`config.mk`:
```
export PLATFORM = sky130hd
export DESIGN_NAME = quad_snap_ctl
export DESIGN_NICKNAME = d
export VERILOG_FILES = /design/src/rtl/quad_pkg.sv /design/src/rtl/quad_idx_arm.sv /design/src/rtl/quad_snap_ctl.sv
export SDC_FILE = /design/constraint.sdc
export NUM_CORES = 1
export LEC_CHECK = 0
export CAP_MARGIN = 30
export CORE_MARGIN = 5
export CORE_UTILIZATION = 51
export DETAILED_ROUTE_END_ITERATION = 10
export GPL_ROUTABILITY_DRIVEN = 1
export GPL_TIMING_DRIVEN = 0
export PLACE_DENSITY = 0.8
export SLEW_MARGIN = 20
export SYNTH_ARGS = -nofsm -noshare
export SYNTH_HDL_FRONTEND = slang
export SYNTH_HIERARCHICAL = 1
export SYNTH_SLANG_ARGS = --single-unit
```
`constraint.sdc`:
```
create_clock -name clk -period 2.38 [get_ports clk]
set_clock_uncertainty 0.05 [all_clocks]
set_input_delay 0.476 -clock clk [delete_from_list [all_inputs] [get_ports clk]]
set_output_delay 0.476 -clock clk [all_outputs]
set_load 0.01 [all_outputs]
```
`src/rtl/quad_pkg.sv`:
```
// Shared types and constants for the quadrature snapshot readout block.
// Feature macro: QUAD_INDEX_ARM_EN selects armed index capture in quad_idx_arm.
package quad_pkg;

  localparam int unsigned CW_DEF   = 14;
  localparam int unsigned NCH_DEF  = 4;
  localparam int unsigned SEEN_BIT = 7;

  localparam logic [1:0] CNT_LO = 2'd0;
  localparam logic [1:0] CNT_HI = 2'd1;
  localparam logic [1:0] IDX_LO = 2'd2;
  localparam logic [1:0] IDX_HI = 2'd3;

  typedef enum logic [1:0] {
    DISARMED = 2'd0,
    ARMED    = 2'd1,
    SEEN     = 2'd2
  } chan_state_t;

  typedef enum logic {
    IDLE  = 1'b0,
    SERVE = 1'b1
  } top_state_t;

  // High byte of a 14-bit value; bits above the value width read as zero.
  function automatic logic [7:0] hi_byte(input logic [13:0] v);
    return {2'b00, v[13:8]};
  endfunction

endpackage

```
`src/rtl/quad_idx_arm.sv`:
```
// Per-channel index tracking: edge detect plus armed capture FSM or sticky flag.
// Feature macro: QUAD_INDEX_ARM_EN selects the armed-capture variant.
module quad_idx_arm
  import quad_pkg::*;
#(
  parameter int unsigned CW = CW_DEF
) (
  input  logic          clk,
  input  logic          rst_n,
  input  logic          idx_evt,
  input  logic          arm,
  input  logic          clr,
  input  logic [CW-1:0] idx_in,
  output logic          seen,
  output logic [CW-1:0] idx_rep_c
);

  logic evt_q;
  logic edge_c;

  assign edge_c = idx_evt & ~evt_q;

  always_ff @(posedge clk or negedge rst_n) begin
    if (!rst_n) evt_q <= 1'b0;
    else        evt_q <= idx_evt;
  end

`ifdef QUAD_INDEX_ARM_EN
  chan_state_t   state;
  logic [CW-1:0] held;
  logic          unused_clr;

  assign unused_clr = clr;
  assign idx_rep_c  = held;

  // Arm has priority over a coincident edge; snapshots never clear SEEN.
  always_ff @(posedge clk or negedge rst_n) begin
    if (!rst_n) begin
      state <= DISARMED;
      held  <= '0;
      seen  <= 1'b0;
    end else if (arm) begin
      state <= ARMED;
      seen  <= 1'b0;
    end else if (state == ARMED && edge_c) begin
      state <= SEEN;
      seen  <= 1'b1;
      held  <= idx_in;
    end
  end
`else
  logic unused_arm;

  assign unused_arm = arm;
  assign idx_rep_c  = idx_in;

  // Sticky flag: a new edge outranks the snapshot clear in the same cycle.
  always_ff @(posedge clk or negedge rst_n) begin
    if (!rst_n)      seen <= 1'b0;
    else if (edge_c) seen <= 1'b1;
    else if (clr)    seen <= 1'b0;
  end
`endif

endmodule

```
`src/rtl/quad_snap_ctl.sv`:
```
// Snapshot and byte-serial readout of quadrature count/index values.
// Feature macro: QUAD_INDEX_ARM_EN (armed index capture in quad_idx_arm).
module quad_snap_ctl
  import quad_pkg::*;
#(
  parameter int unsigned NCH = NCH_DEF,
  parameter int unsigned CW  = CW_DEF
) (
  input  logic              clk,
  input  logic              rst_n,
  input  logic [NCH*CW-1:0] cnt_in,
  input  logic [NCH*CW-1:0] idx_in,
  input  logic [NCH-1:0]    idx_evt,
  input  logic [NCH-1:0]    arm,
  input  logic              snap_req,
  input  logic              rd_stb,
  output logic [7:0]        rd_data,
  output logic              rd_last,
  output logic              snap_busy,
  output logic [NCH-1:0]    idx_seen
);

  localparam int unsigned NB = 4 * NCH;
  localparam int unsigned PW = $clog2(NB);
  localparam logic [PW-1:0] LAST = PW'(NB - 1);

  top_state_t    state;
  logic [PW-1:0] ptr;
  logic [PW-1:0] ptr_nxt_c;
  logic [PW-1:0] ch_c;
  logic [7:0]    byte_c;
  logic [CW-1:0] cnt_sh    [NCH];
  logic [CW-1:0] idx_sh    [NCH];
  logic [CW-1:0] idx_rep_c [NCH];
  logic [NCH-1:0] seen_sh;

  for (genvar k = 0; k < NCH; k++) begin : g_ch
    quad_idx_arm #(.CW(CW)) u_idx (
      .clk       (clk),
      .rst_n     (rst_n),
      .idx_evt   (idx_evt[k]),
      .arm       (arm[k]),
      .clr       (snap_req),
      .idx_in    (idx_in[k*CW +: CW]),
      .seen      (idx_seen[k]),
      .idx_rep_c (idx_rep_c[k])
    );
  end

  assign ptr_nxt_c = ptr + PW'(1);
  assign ch_c      = ptr_nxt_c >> 2;

  // Byte the pointer will select after an advancing strobe.
  always_comb begin
    byte_c = '0;
    for (int k = 0; k < NCH; k++) begin
      if (ch_c == PW'(k)) begin
        case (ptr_nxt_c[1:0])
          CNT_LO: byte_c = cnt_sh[k][7:0];
          CNT_HI: begin
            byte_c           = hi_byte(14'(cnt_sh[k]));
            byte_c[SEEN_BIT] = seen_sh[k];
          end
          IDX_LO: byte_c = idx_sh[k][7:0];
          IDX_HI: byte_c = hi_byte(14'(idx_sh[k]));
          default: byte_c = '0;
        endcase
      end
    end
  end

  // Snapshot request outranks a coincident strobe and restarts readout.
  always_ff @(posedge clk or negedge rst_n) begin
    if (!rst_n) begin
      state     <= IDLE;
      ptr       <= '0;
      rd_data   <= '0;
      rd_last   <= 1'b0;
      snap_busy <= 1'b0;
      seen_sh   <= '0;
      for (int k = 0; k < NCH; k++) begin
        cnt_sh[k] <= '0;
        idx_sh[k] <= '0;
      end
    end else if (snap_req) begin
      for (int k = 0; k < NCH; k++) begin
        cnt_sh[k] <= cnt_in[k*CW +: CW];
        idx_sh[k] <= idx_rep_c[k];
      end
      seen_sh   <= idx_seen;
      state     <= SERVE;
      ptr       <= '0;
      rd_data   <= cnt_in[7:0];
      rd_last   <= 1'b0;
      snap_busy <= 1'b1;
    end else begin
      case (state)
        IDLE: ;
        SERVE: begin
          if (rd_stb) begin
            if (rd_last) begin
              state     <= IDLE;
              ptr       <= '0;
              rd_data   <= '0;
              rd_last   <= 1'b0;
              snap_busy <= 1'b0;
            end else begin
              ptr     <= ptr_nxt_c;
              rd_data <= byte_c;
              rd_last <= (ptr_nxt_c == LAST);
            end
          end
        end
        default: begin
          state     <= IDLE;
          snap_busy <= 1'b0;
        end
      endcase
    end
  end

endmodule
```
### Word-level counts from Yosys, hierarchy flattened

Cells that the tools add are included.

| storage, ports and cells | value |
|---|---|
| flip-flop bits (word level) | 139 |
| bits of input ports | 124 |
| output and inout bits | 14 |
| logic and storage cells | 82 |

| cells by class | value |
|---|---|
| add/sub/neg operators | 1 |
| equal/unequal tests | 7 |
| muxes and demuxes | 33 |
| bitwise operators | 8 |
| reductions and logical operators | 11 |

Operators with widths:

| kind | count |
|---|---|
| one-hot mux 8 bit (4 select lines) | 4 |
| two-way mux 8 bit | 8 |
| two-way mux 1 bit | 17 |
| two-way mux 4 bit | 4 |
| nonzero test 2 bit | 7 |
| equality test 2 bit (second input constant) | 4 |
| adder 4 x 1 -> 4 bit (second input constant) | 1 |
| bitwise AND 1 bit | 4 |
| equality test 2 x 1 -> 1 bit (second input constant) | 2 |
| equality test 4 bit (second input constant) | 1 |
| zero test 4 bit | 1 |
| NOT 1 bit | 4 |
| AND reduction 3 bit | 1 |
| zero test 2 bit | 1 |
| AND reduction 2 bit | 1 |

### Longest topological paths before layout

Gate-level depths: netlist of run 1.

| depth | value |
|---|---|
| depth after elaboration | 11 |
| gate-level depth with buffers | 9 |
| depth with buffers taken out | 7 |

### Cells and area by module

Netlist of run 1, hierarchy kept.

Modules (own cells, without submodules):

| module | times used | cells each | area each (µm²) | seq. area each (µm²) |
|---|---|---|---|---|
| quad_snap_ctl | 1 | 450 | 5849.4 | 3278.1 |
| quad_idx_arm | 4 | 19 | 175.2 | 50.0 |

### Least setup slack after synthesis of run 1

Ideal clock, no wire load.

| path | value |
|---|---|
| path type | reg2reg |
| start | register ptr[0] |
| end | register rd_data[7] |
| setup time | 0.128 ns |
| arrival | 1.794 ns |
| data required time | 2.202 ns |
| setup slack | 0.408 ns |
| stages on the path, launching flop included | 8 |
| path buffers | 1 |
| period minus slack after synthesis | 1.972 ns |
| path through | dfrtp_1 inv_1 ha_1 buf_2 a22o_1 mux4_2 a222oi_1 nand2_1 |

| on the way | value |
|---|---|
| cells in the longest elaborated chain, start to end | 11 |
| elaborated cells on any way between the ends | 21 |
| classes of those cells | add/sub (1); eq/ne (6); mux (12); reduce/logical (2) |

Ends and longest elaborated chain:

| element | line | RTL |
|---|---|---|
| from (decl) | quad_snap_ctl.sv:28 | `logic [PW-1:0] ptr;` |
| from (signal assigned) | quad_snap_ctl.sv:108 | `ptr <= ptr_nxt_c;` |
| adder 4 x 1 -> 4 bit * | quad_snap_ctl.sv:50 | `assign ptr_nxt_c = ptr + PW'(1);` |
| equality test 2 bit, or another cell as far along | quad_snap_ctl.sv:58 | `case (ptr_nxt_c[1:0])` |
| one-hot mux 8 bit (4 select lines) | quad_snap_ctl.sv:58 |  |
| two-way mux 8 bit (3 in series) | quad_snap_ctl.sv:57 | `if (ch_c == PW'(k)) begin` |
| two-way mux 8 bit * | quad_snap_ctl.sv:57 |  |
| two-way mux 8 bit * | quad_snap_ctl.sv:101 | `if (rd_last) begin` |
| two-way mux 8 bit * | quad_snap_ctl.sv:100 | `if (rd_stb) begin` |
| two-way mux 8 bit * | quad_snap_ctl.sv:97 | `case (state)` |
| two-way mux 8 bit * | quad_snap_ctl.sv:85 | `end else if (snap_req) begin` |
| to (signal assigned) | quad_snap_ctl.sv:93 | `rd_data <= cnt_in[7:0];` |
| to (signal assigned) | quad_snap_ctl.sv:109 | `rd_data <= byte_c;` |
| to (decl) | quad_snap_ctl.sv:17 | `output logic [7:0] rd_data,` |

Mark *: on every way between the ends. The rest lies on a longest branch, timed or not. The select of a mux whose other input is x is not followed.
A chain may end at the register's enable or synchronous reset.

### Final worst setup path of run 1

| path | value |
|---|---|
| start | input port snap_req |
| end | register cnt_sh[39] (netlist bit) |

RTL lines:

| element | line | RTL |
|---|---|---|
| from (decl) | quad_snap_ctl.sv:15 | `input logic snap_req,` |
| to (signal, indexed assignment) | quad_snap_ctl.sv:87 | `cnt_sh[k] <= cnt_in[k*CW +: CW];` |
| to (decl) | quad_snap_ctl.sv:32 | `logic [CW-1:0] cnt_sh [NCH];` |

No word-level cell between the ends.

==> results of run 1 <==
worst reg2reg max path: stages (launching register included):
cell      delay (ps)
dfrtp_2          450
inv_1            100
ha_1             270
buf_2            290
clkbuf_4         290
a222oi_1         110
inv_1             70
o221ai_1         180
o31ai_1          320
layer usage:
| layer | vias to the layer above | share of wire [%] | routed length, um |
|---|---|---|---|
| li1 | 2042 | - | - |
| met5 | - | 0.059 | 10 |
| met4 | 2 | 3.0 | 509 |
| met1 | 2250 | 42 | 7160 |
| met3 | 42 | 6.3 | 1070 |
| met2 | 199 | 48 | 8230 |
flip-flops by register name (all words and copies together), names as in the netlist:
name / count
cnt_sh: 56
state: 1
ptr: 4
snap_busy: 1
seen_sh: 4
idx_sh: 56
rd_last: 1
g_ch.u_idx/seen: 4
g_ch.u_idx/evt_q: 4
rd_data: 8
final cells by class:
class	instances	area [um^2]
multi-input combinational	277	2430
tap	172	215
sequential	139	3480
clock inverter	14	219
buffer	87	568
clock buffer	18	439
fill	980	4370
inverter	22	82.6
timing repair buffer	79	813
layout by cell type (no fill, tap or decap), drive strengths merged:
cell type | netlist | routed
a22oi | 7 | 7
o22a | 6 | 6
a21o | 3 | 3
dlygate4sd3 | 0 | 1
o311ai | 2 | 2
nor2b | 2 | 2
o221ai | 5 | 5
or2b | 1 | 1
ha | 4 | 4
a222oi | 24 | 24
nand4 | 1 | 1
a21oi | 16 | 16
nand2 | 22 | 22
mux4 | 2 | 2
a22o | 5 | 5
dfrtp | 139 | 139
nand2b | 1 | 1
inv | 22 | 23
o21ai | 11 | 11
a221oi | 1 | 1
or2 | 1 | 1
o31ai | 6 | 6
clkinv | 0 | 6
nor3 | 2 | 2
mux2 | 111 | 111
xor2 | 2 | 2
mux2i | 6 | 6
buf | 73 | 71
clkdlybuf4s50 | 0 | 76
nand3 | 3 | 3
clkinvlp | 0 | 2
bufinv | 0 | 5
a2bb2oi | 1 | 1
clkbuf | 15 | 36
o22ai | 4 | 4
or3 | 1 | 1
nor2 | 27 | 27
logic make-up after synthesis:
family / count (synthesis) / share of synthesized area [%]
flip-flops: 139 / 53.1
multiplexers: 119 / 20.7
buffers and inverters: 110 / 9.80
AO/OA/AOI/OAI: 91 / 11.0
AND/OR/NAND/NOR: 61 / 4.15
adder cells (fa/ha/maj): 4 / 0.764
XOR/XNOR: 2 / 0.497
metrics by stage:
step | cells | setup TNS [ps] | power (uW) | setup WS, ps
CTS | 809 | 0 | 6610 | 4.73
global placement | 775 | -661950 | 3640 | -4480
floorplan | 526 | 0 | 3280 | 408
global route | 808 | -443 | 6810 | -50.3
detailed placement | 776 | -41990 | 3690 | -414
finish | 808 | 0 | 6570 | 75.1
power breakdown:
part,total (uW),internal [uW],switching [uW]
clock,2910,1890,1020
combinational,933,512,421
sequential,2730,2590,133
how the worst max path moves through the flow:
stage,startpoint,endpoint,slack (ps),cells after the start
global route,snap_req,cnt_sh[39],-50,4
floorplan,ptr[0],rd_data[7],410,7
CTS,ptr[1],rd_data[4],5,8
global placement,rst_n,idx_sh[34],-4480,1
detailed placement,snap_req,idx_sh[47],-410,5
finish,snap_req,cnt_sh[39],80,4
timing repair:
item	in CTS	in global routing
hold endpoints to repair	38	0
hold buffers	1	0
resized for setup	1	13
setup endpoints to repair	5	92
==> impl_metrics.py, run 1 <==
metrics = {
    "run_status": {
        "outcome": "finished clean",
    },
    "setup_path": {
        "start_kind": "input pin",
        "path_cells": "clkdlybuf4s50_1, clkbuf_1, buf_1, mux2_2",
        "critical_path_buf_inv_count": 3,
        "r2r_cells": 8,
        "worstPathArrival_ps": 2560,
        "cp_max_fo": 10,
        "worst_setup_path_end_kind": "flop",
        "timing.rr.end": "rd_data[4]",
        "slowest_delay_ps": 650,
        "r2r_start": "ptr[1]",
        "critPathSlowestCell": "clkdlybuf4s50_1",
        "rrSetupSlack_ps": 150,
        "cp.required_ps": 2640,
        "cp_top_family": "buffers and inverters",
        "critPathKind": "input pin to flop",
    },
    "global_route": {
        "antenna_found_initial": 1,
        "met1_usage_pct": 30.5,
        "use_met2_pct": 37.7,
        "grt_pass1_vias": 4875,
        "grt_max_degree": 102,
        "grt_overflow": 0,
        "gr-usage-met3_pct": 5.35,
        "grt_use_total_pct": 23.5,
        "busiest_layer": "met2",
        "grt_pass1_wl_um": 26300,
    },
    "logic_synthesis": {
        "synth_top_area_share_pct": 53.1,
        "syn_nets": 654,
        "ys_top_cells_by_count": "139 x dfrtp_1, 111 x mux2_2, 57 x buf_4, 27 x nor2_1, 24 x a222oi_1",
        "yosysWarningCount": 6,
        "synth_seq_cells": 139,
        "ys_seq_area_share_pct": 53.1,
        "synth_top_flop_cell": "dfrtp_1",
        "synth_top_area_cell": "dfrtp_1",
        "synth_most_common_cell": "dfrtp_1",
        "synthTopCellsByArea": "dfrtp_1 53%, mux2_2 19%, buf_4 6.5%, a222oi_1 3.7%, nor2_1 1.5%",
        "synth_edf_count": 0,
        "syn_area_mm2": 0.00655,
        "async_reset_ff_share_pct": 100,
        "yosysUniqueCellTypes": 37,
        "syn_area_per_cell_um2": 12.5,
        "syn_inst": 526,
    },
    "routing": {
        "wire_per_inst_um": 21.0,
        "drt_wl_total_um": 17000,
        "vias": 4535,
        "route.detailed.drc": 0,
        "vias_per_cell": 5.61,
        "ant_nets": 0,
        "first_pass_iters": 6,
        "drt-initial-drc-count": 487,
    },
    "floorplanning": {
        "start_util_pct": 51.9,
        "die_x_um": 123,
        "dieArea_mm2": 0.0152,
        "core_mm2": 0.0126,
        "rows": 41,
        "io_pins": 138,
        "die_h_um": 123,
    },
    "layout": {
        "area_growth_pct": 25.9,
        "fin_util_pct": 65.4,
        "n_antenna_cell": 0,
        "drive_gt1_share_pct": 36.6,
        "final_area_mm2": 0.00825,
        "nets": 751,
    },
    "pwr": {
        "cellPowerDensity_mw_per_mm2": 797,
        "ir_drop_mv": 0.523,
        "leakagePower_uw": 0.00358,
    },
    "min_path": {
        "worst_hold_path.endpoint": "idx_sh[1]",
        "hold_path_class": "input pin to flop",
        "whs_path_depth": 2,
        "min-delay-start": "idx_in[43]",
    },
    "clock_network": {
        "postCtsSetupBuffers": 0,
        "cts_made_buffers": 17,
        "cts_tree": "yes",
        "cts-root-buf": "clkbuf_16",
        "cts_buffer_depth": 2,
        "clk_latency_ps": 430,
        "cts_sinks": 139,
        "htreeDepth": 4,
        "clk_pin_slew_worst_paths_ps": 60,
    },
    "timing": {
        "rsz0062_at_grt": "yes",
        "hold_slack_ps": 225,
        "hold_viol": 0,
        "max_slew_margin_pct": 46.9,
        "drv_slew": 0,
        "worst_slew_pin_slew_ps": 796,
        "setup_violations": 0,
        "period_needed_ps": 2300,
        "max_freq_ghz": 0.434,
        "fin_crit_sh_pct": 96.8,
    },
    "job": {
        "drv_cap": 0,
    },
    "placement": {
        "placed_cell_area_mm2": 0.00757,
        "io_buffers": 77,
        "gp_congestion": 0.878,
        "dp_hpwl_um": 12300,
    },
}
No activity file was read; power rests on OpenSTA's default activity.
==> run 2, diff against run 1 <==
--- a/config.mk
+++ b/config.mk
@@ -6,8 +6,10 @@
 export NUM_CORES = 1
 export LEC_CHECK = 0
 export CAP_MARGIN = 30
+export CELL_PAD_IN_SITES_DETAIL_PLACEMENT = 1
+export CELL_PAD_IN_SITES_GLOBAL_PLACEMENT = 2
 export CORE_MARGIN = 5
-export CORE_UTILIZATION = 51
+export CORE_UTILIZATION = 34
 export DETAILED_ROUTE_END_ITERATION = 10
 export GPL_ROUTABILITY_DRIVEN = 1
 export GPL_TIMING_DRIVEN = 0
==> run 2 against run 1 <==
  * Critical path type unchanged
  * Sequential cell count unchanged
  * Register-to-register slack worse by 30 ps
  * Core utilization decreased by 21 points
==> impl_metrics.py, run 2 (synthesis gave the netlist of run 1 again) <==
metrics = {
    "layout": {
        "area_growth_pct": 26.6,
        "n_antenna_cell": 0,
        "final_common_cell": "dfrtp_1",
        "largest_registers": "cnt_sh (56), idx_sh (56), rd_data (8)",
        "final_cell_mix": "137 x dfrtp_1, 111 x mux2_2, 76 x clkdlybuf4s50_1",
        "nets": 751,
        "drive_gt1_share_pct": 37.0,
        "fin_util_pct": 44.0,
        "final_area_mm2": 0.00829,
    },
    "floorplanning": {
        "io_pins": 138,
        "rows": 50,
        "die_x_um": 149,
        "core_mm2": 0.0188,
        "die_h_um": 149,
        "start_util_pct": 34.8,
        "dieArea_mm2": 0.0221,
    },
    "timing": {
        "drv_slew": 0,
        "fin_crit_sh_pct": 97.5,
        "period_needed_ps": 2320,
        "max_slew_margin_pct": 42.5,
        "rsz0062_at_grt": "yes",
        "max_freq_ghz": 0.431,
        "setup_violations": 0,
        "hold_viol": 0,
        "worst_slew_pin_slew_ps": 862,
    },
    "setup_path": {
        "path_cells": "clkdlybuf4s50_1, clkbuf_2, buf_1, mux2_2",
        "cp_max_fo": 10,
        "startpoint": "snap_req",
        "critPathSlowestCell": "buf_1",
        "critPathKind": "input pin to flop",
        "slowest_delay_ps": 690,
        "cp.required_ps": 2630,
        "worstPathArrival_ps": 2570,
        "worst_setup_path_end_kind": "flop",
        "r2r_start": "ptr[0]",
        "start_kind": "input pin",
    },
    "routing": {
        "drt_wl_total_um": 19400,
        "vias": 4544,
        "drt-initial-drc-count": 268,
        "vias_per_cell": 5.08,
        "ant_nets": 0,
        "wire_per_inst_um": 21.7,
        "route.detailed.drc": 0,
        "first_pass_iters": 6,
    },
    "job": {
        "drv_cap": 0,
    },
    "clock_network": {
        "htreeDepth": 4,
        "cts_sinks": 139,
        "clk_pin_slew_worst_paths_ps": 60,
        "cts-root-buf": "clkbuf_16",
        "cts_buffer_depth": 2,
        "cts_tree": "yes",
        "clk_latency_ps": 420,
        "cts_made_buffers": 17,
        "postCtsSetupBuffers": 0,
    },
    "global_route": {
        "grt_overflow": 0,
        "gr-usage-met3_pct": 4.77,
        "grt_pass1_wl_um": 30200,
        "met1_usage_pct": 23.2,
        "grt_use_total_pct": 18.1,
        "antenna_found_initial": 1,
        "grt_max_degree": 82,
        "use_met2_pct": 30.7,
        "grt_pass1_vias": 5230,
        "busiest_layer": "met2",
    },
    "placement": {
        "gp_congestion": 0.844,
        "placed_cell_area_mm2": 0.00768,
        "io_buffers": 77,
        "dp_hpwl_um": 14300,
    },
    "pwr": {
        "cellPowerDensity_mw_per_mm2": 755,
        "leakagePower_uw": 0.00354,
        "ir_drop_mv": 0.443,
    },
    "min_path": {
        "hold_path_class": "input pin to flop",
        "min-delay-start": "idx_in[18]",
    },
    "run_status": {
        "outcome": "finished clean",
    },
}
[run 2: cell types whose count changed in the layout (fill, tap and decap cells not counted), sizes merged]
cell	delta
buf	+3
bufinv	-4
clkbuf	+1
clkinv	-3
clkinvlp	+3
inv	-1
[run 2: final cells by class]
cell class | count | area [um^2]
Fill cell | 1992 | 10500
Sequential cell | 139 | 3480
Multi-Input combinational cell | 277 | 2440
Timing Repair Buffer | 79 | 813
Buffer | 87 | 578
Clock buffer | 22 | 484
Tap cell | 260 | 325
Clock inverter | 9 | 90.1
Inverter | 22 | 82.6
[run 2: worst paths after layout]
kind | end | cells after the start | slack, ps
worst max-delay path | idx_sh[7] | 4 | 60
worst min-delay path | idx_sh[32] | 2 | 230
worst max register to register | rd_data[1] | 8 | 120
worst min register to register | g_ch[1].u_idx/seen | 1 | 390
max in group asynchronous | idx_sh[4] | 3 | 990
min in group asynchronous | idx_sh[41] | 2 | 540
[run 2: repair_timing]
| item | 4_1_cts | 5_1_grt |
|---|---|---|
| gates cloned | 0 | 0 |
| pin swaps | 0 | 2 |
| setup endpoints to repair | 111 | 28 |
| hold buffers | 1 | 0 |
| endpoints found under the hold margin | 58 | 0 |
| gates resized for setup | 11 | 11 |
[run 2: report_power, final]
part / internal [uW] / total (uW) / switching (uW)
registers: 2590 / 2730 / 137
logic: 516 / 958 / 441
clock network: 1540 / 2570 / 1030
[run 2: critical path: cells and delay by family]
family   cells  cell delay (ps)
buf+inv      3             1670
mux          1              420
[run 2: metrics by stage]
stage	worst slack, ps	total power [uW]	std cells	setup TNS [ps]	hold WS [ps]
after CTS	2.44	6340	896	0	216
after global routing	-45.0	6550	895	-367	213
after detailed placement	-672	3730	864	-71190	385
after floorplan	408	3280	526	0	130
after global placement	-4690	3680	863	-712810	381
final	58.8	6260	895	0	235
[run 2: per-layer routing]
layer,vias up,part of all wire [%]
li1,2036,-
met1,2350,43
met2,134,51
met3,22,5.6
met4,2,1.2
met5,-,0.036
==> run 3, diff against run 2 <==
--- a/config.mk
+++ b/config.mk
@@ -14,6 +14,7 @@
 export GPL_ROUTABILITY_DRIVEN = 1
 export GPL_TIMING_DRIVEN = 0
 export PLACE_DENSITY = 0.8
+export RECOVER_POWER = 50
 export SLEW_MARGIN = 20
 export SYNTH_ARGS = -nofsm -noshare
 export SYNTH_HDL_FRONTEND = slang
==> run 3 against run 2 <==
  * Global-route usage is the same
  * Core utilization is the same
  * Non-clock buffer count stayed put
  * Critical endpoint unchanged
  * Highest routed layer unchanged
==> impl_metrics.py, run 3 (synthesis gave the netlist of run 1 again) <==
metrics = {
    "setup_path": {
        "critPathKind": "input pin to flop",
        "critPathSlowestCell": "buf_1",
        "r2r_cells": 8,
        "timing.rr.end": "rd_data[1]",
        "cp_top_family": "buffers and inverters",
        "r2r_start": "ptr[0]",
        "rrSetupSlack_ps": 120,
        "worstPathArrival_ps": 2570,
        "cp_max_fo": 10,
        "worst_setup_path_end_kind": "flop",
        "cp.required_ps": 2630,
        "critical_path_buf_inv_count": 3,
        "path_cells": "clkdlybuf4s50_1, clkbuf_2, buf_1, mux2_2",
        "slowest_delay_ps": 690,
        "startpoint": "snap_req",
        "start_kind": "input pin",
        "cp.depth": 4,
        "crit_end": "idx_sh[7]",
    },
    "clock_network": {
        "cts_sinks": 139,
        "cts_tree": "yes",
        "htreeDepth": 4,
        "cts_made_buffers": 17,
        "cts-root-buf": "clkbuf_16",
        "cts_buffer_depth": 2,
        "clk_pin_slew_worst_paths_ps": 60,
        "clk_latency_ps": 420,
    },
    "layout": {
        "final_cell_mix": "137 x dfrtp_1, 111 x mux2_2, 72 x clkdlybuf4s50_1",
        "nets": 751,
        "drive_gt1_share_pct": 37.0,
        "area_growth_pct": 26.6,
        "fin_util_pct": 44.0,
        "n_antenna_cell": 0,
        "largest_registers": "cnt_sh (56), idx_sh (56), rd_data (8)",
        "final_common_cell": "dfrtp_1",
        "final_area_mm2": 0.00829,
    },
    "pwr": {
        "power.internal_uw": 4650,
        "leakagePower_uw": 0.00354,
        "cellPowerDensity_mw_per_mm2": 755,
        "ir_drop_mv": 0.443,
        "p_clk_share_pct": 41.1,
        "netSwitchingFraction_pct": 25.7,
        "sequentialPowerShare_pct": 43.6,
        "p_switching_uw": 1600,
        "pwr-share-comb_pct": 15.3,
    },
    "routing": {
        "route.detailed.drc": 0,
        "first_pass_iters": 8,
        "drt_wl_total_um": 19400,
        "vias_per_cell": 5.09,
        "drt-initial-drc-count": 268,
        "vias": 4559,
        "ant_nets": 0,
        "wire_per_inst_um": 21.7,
    },
    "global_route": {
        "grt_overflow": 0,
        "grt_use_total_pct": 18.1,
        "grt_pass1_wl_um": 30200,
        "met1_usage_pct": 23.2,
        "grt_max_degree": 82,
        "antenna_found_initial": 1,
        "use_met2_pct": 30.7,
        "grt_pass1_vias": 5230,
        "gr-usage-met3_pct": 4.77,
        "busiest_layer": "met2",
    },
    "timing": {
        "rsz0062_at_grt": "yes",
        "drv_slew": 0,
        "hold_viol": 0,
        "fin_crit_sh_pct": 97.6,
        "setup_violations": 0,
        "worst_slew_pin_slew_ps": 865,
        "period_needed_ps": 2320,
        "setup_tns_ps": 0,
        "max_slew_margin_pct": 42.4,
        "max_freq_ghz": 0.431,
    },
    "floorplanning": {
        "core_mm2": 0.0188,
        "start_util_pct": 34.8,
        "io_pins": 138,
        "dieArea_mm2": 0.0221,
        "die_x_um": 149,
        "die_h_um": 149,
        "rows": 50,
    },
    "job": {
        "drv_cap": 0,
    },
    "min_path": {
        "hold_path_class": "input pin to flop",
    },
    "run_status": {
        "outcome": "finished clean",
    },
    "placement": {
        "dp_hpwl_um": 14300,
        "io_buffers": 77,
        "gp_congestion": 0.844,
        "placed_cell_area_mm2": 0.00768,
    },
}
-- run 3: stage by stage --
step / hold slack [ps] / power, uW / worst slack (ps) / std cells
3_5_place_dp: 385 / 3730 / -672 / 864
2_1_floorplan: 130 / 3280 / 408 / 526
6_report: 234 / 6260 / 57.2 / 895
4_1_cts: 216 / 6340 / 2.44 / 896
3_3_place_gp: 381 / 3680 / -4690 / 863
5_1_grt: 213 / 6550 / -45.0 / 895
-- run 3: layout make-up --
type	instances	area, um^2
Timing Repair Buffer	79	813
Buffer	87	578
Multi-Input combinational cell	277	2440
Tap cell	260	325
Clock buffer	22	484
Clock inverter	9	90.1
Sequential cell	139	3480
Fill cell	1992	10500
Inverter	22	82.6
-- run 3: metal layers --
| metal | up-vias | wire, um |
|---|---|---|
| met3 | 24 | 1100 |
| met4 | 2 | 263 |
| met5 | - | 7 |
| met2 | 139 | 9790 |
| met1 | 2358 | 8260 |
| li1 | 2036 | - |
-- run 3: worst min path at each step --
stage,start,to,slack [ps],cells past startpoint
6_report,idx_in[18],idx_sh[32],230,2
5_1_grt,idx_in[20],idx_sh[34],210,2
4_1_cts,idx_in[6],idx_sh[48],220,2
3_5_place_dp,g_ch[1].u_idx/evt_q,g_ch[1].u_idx/seen,380,1
3_3_place_gp,g_ch[0].u_idx/evt_q,g_ch[0].u_idx/seen,380,1
2_1_floorplan,rst_n,cnt_sh[0],130,0
-- run 3: worst register-to-register path, delay by kind of cell (launching register included) --
family / cells / cell delay, ps
AO/OA/AOI/OAI: 3 / 740
flip-flops: 1 / 440
buffers and inverters: 2 / 350
adder cells (fa/ha/maj): 1 / 330
AND/OR/NAND/NOR: 2 / 230
-- run 3: what timing repair did --
action / 4_1_cts / 5_1_grt
resized for setup: 11 / 11
endpoints found under the setup margin: 111 / 28
hold buffers: 1 / 0
pin swaps: 0 / 2
endpoints found under the hold margin: 58 / 0
setup buffers: 0 / 0
-- run 3: power by group through the flow --
stage | clock network (uW) | registers, uW | logic (uW)
after floorplan | 0 | 2730 | 546
after global placement | 0 | 2760 | 921
after detailed placement | 0 | 2770 | 957
after CTS | 2640 | 2730 | 973
after global routing | 2750 | 2760 | 1050
final | 2570 | 2730 | 957
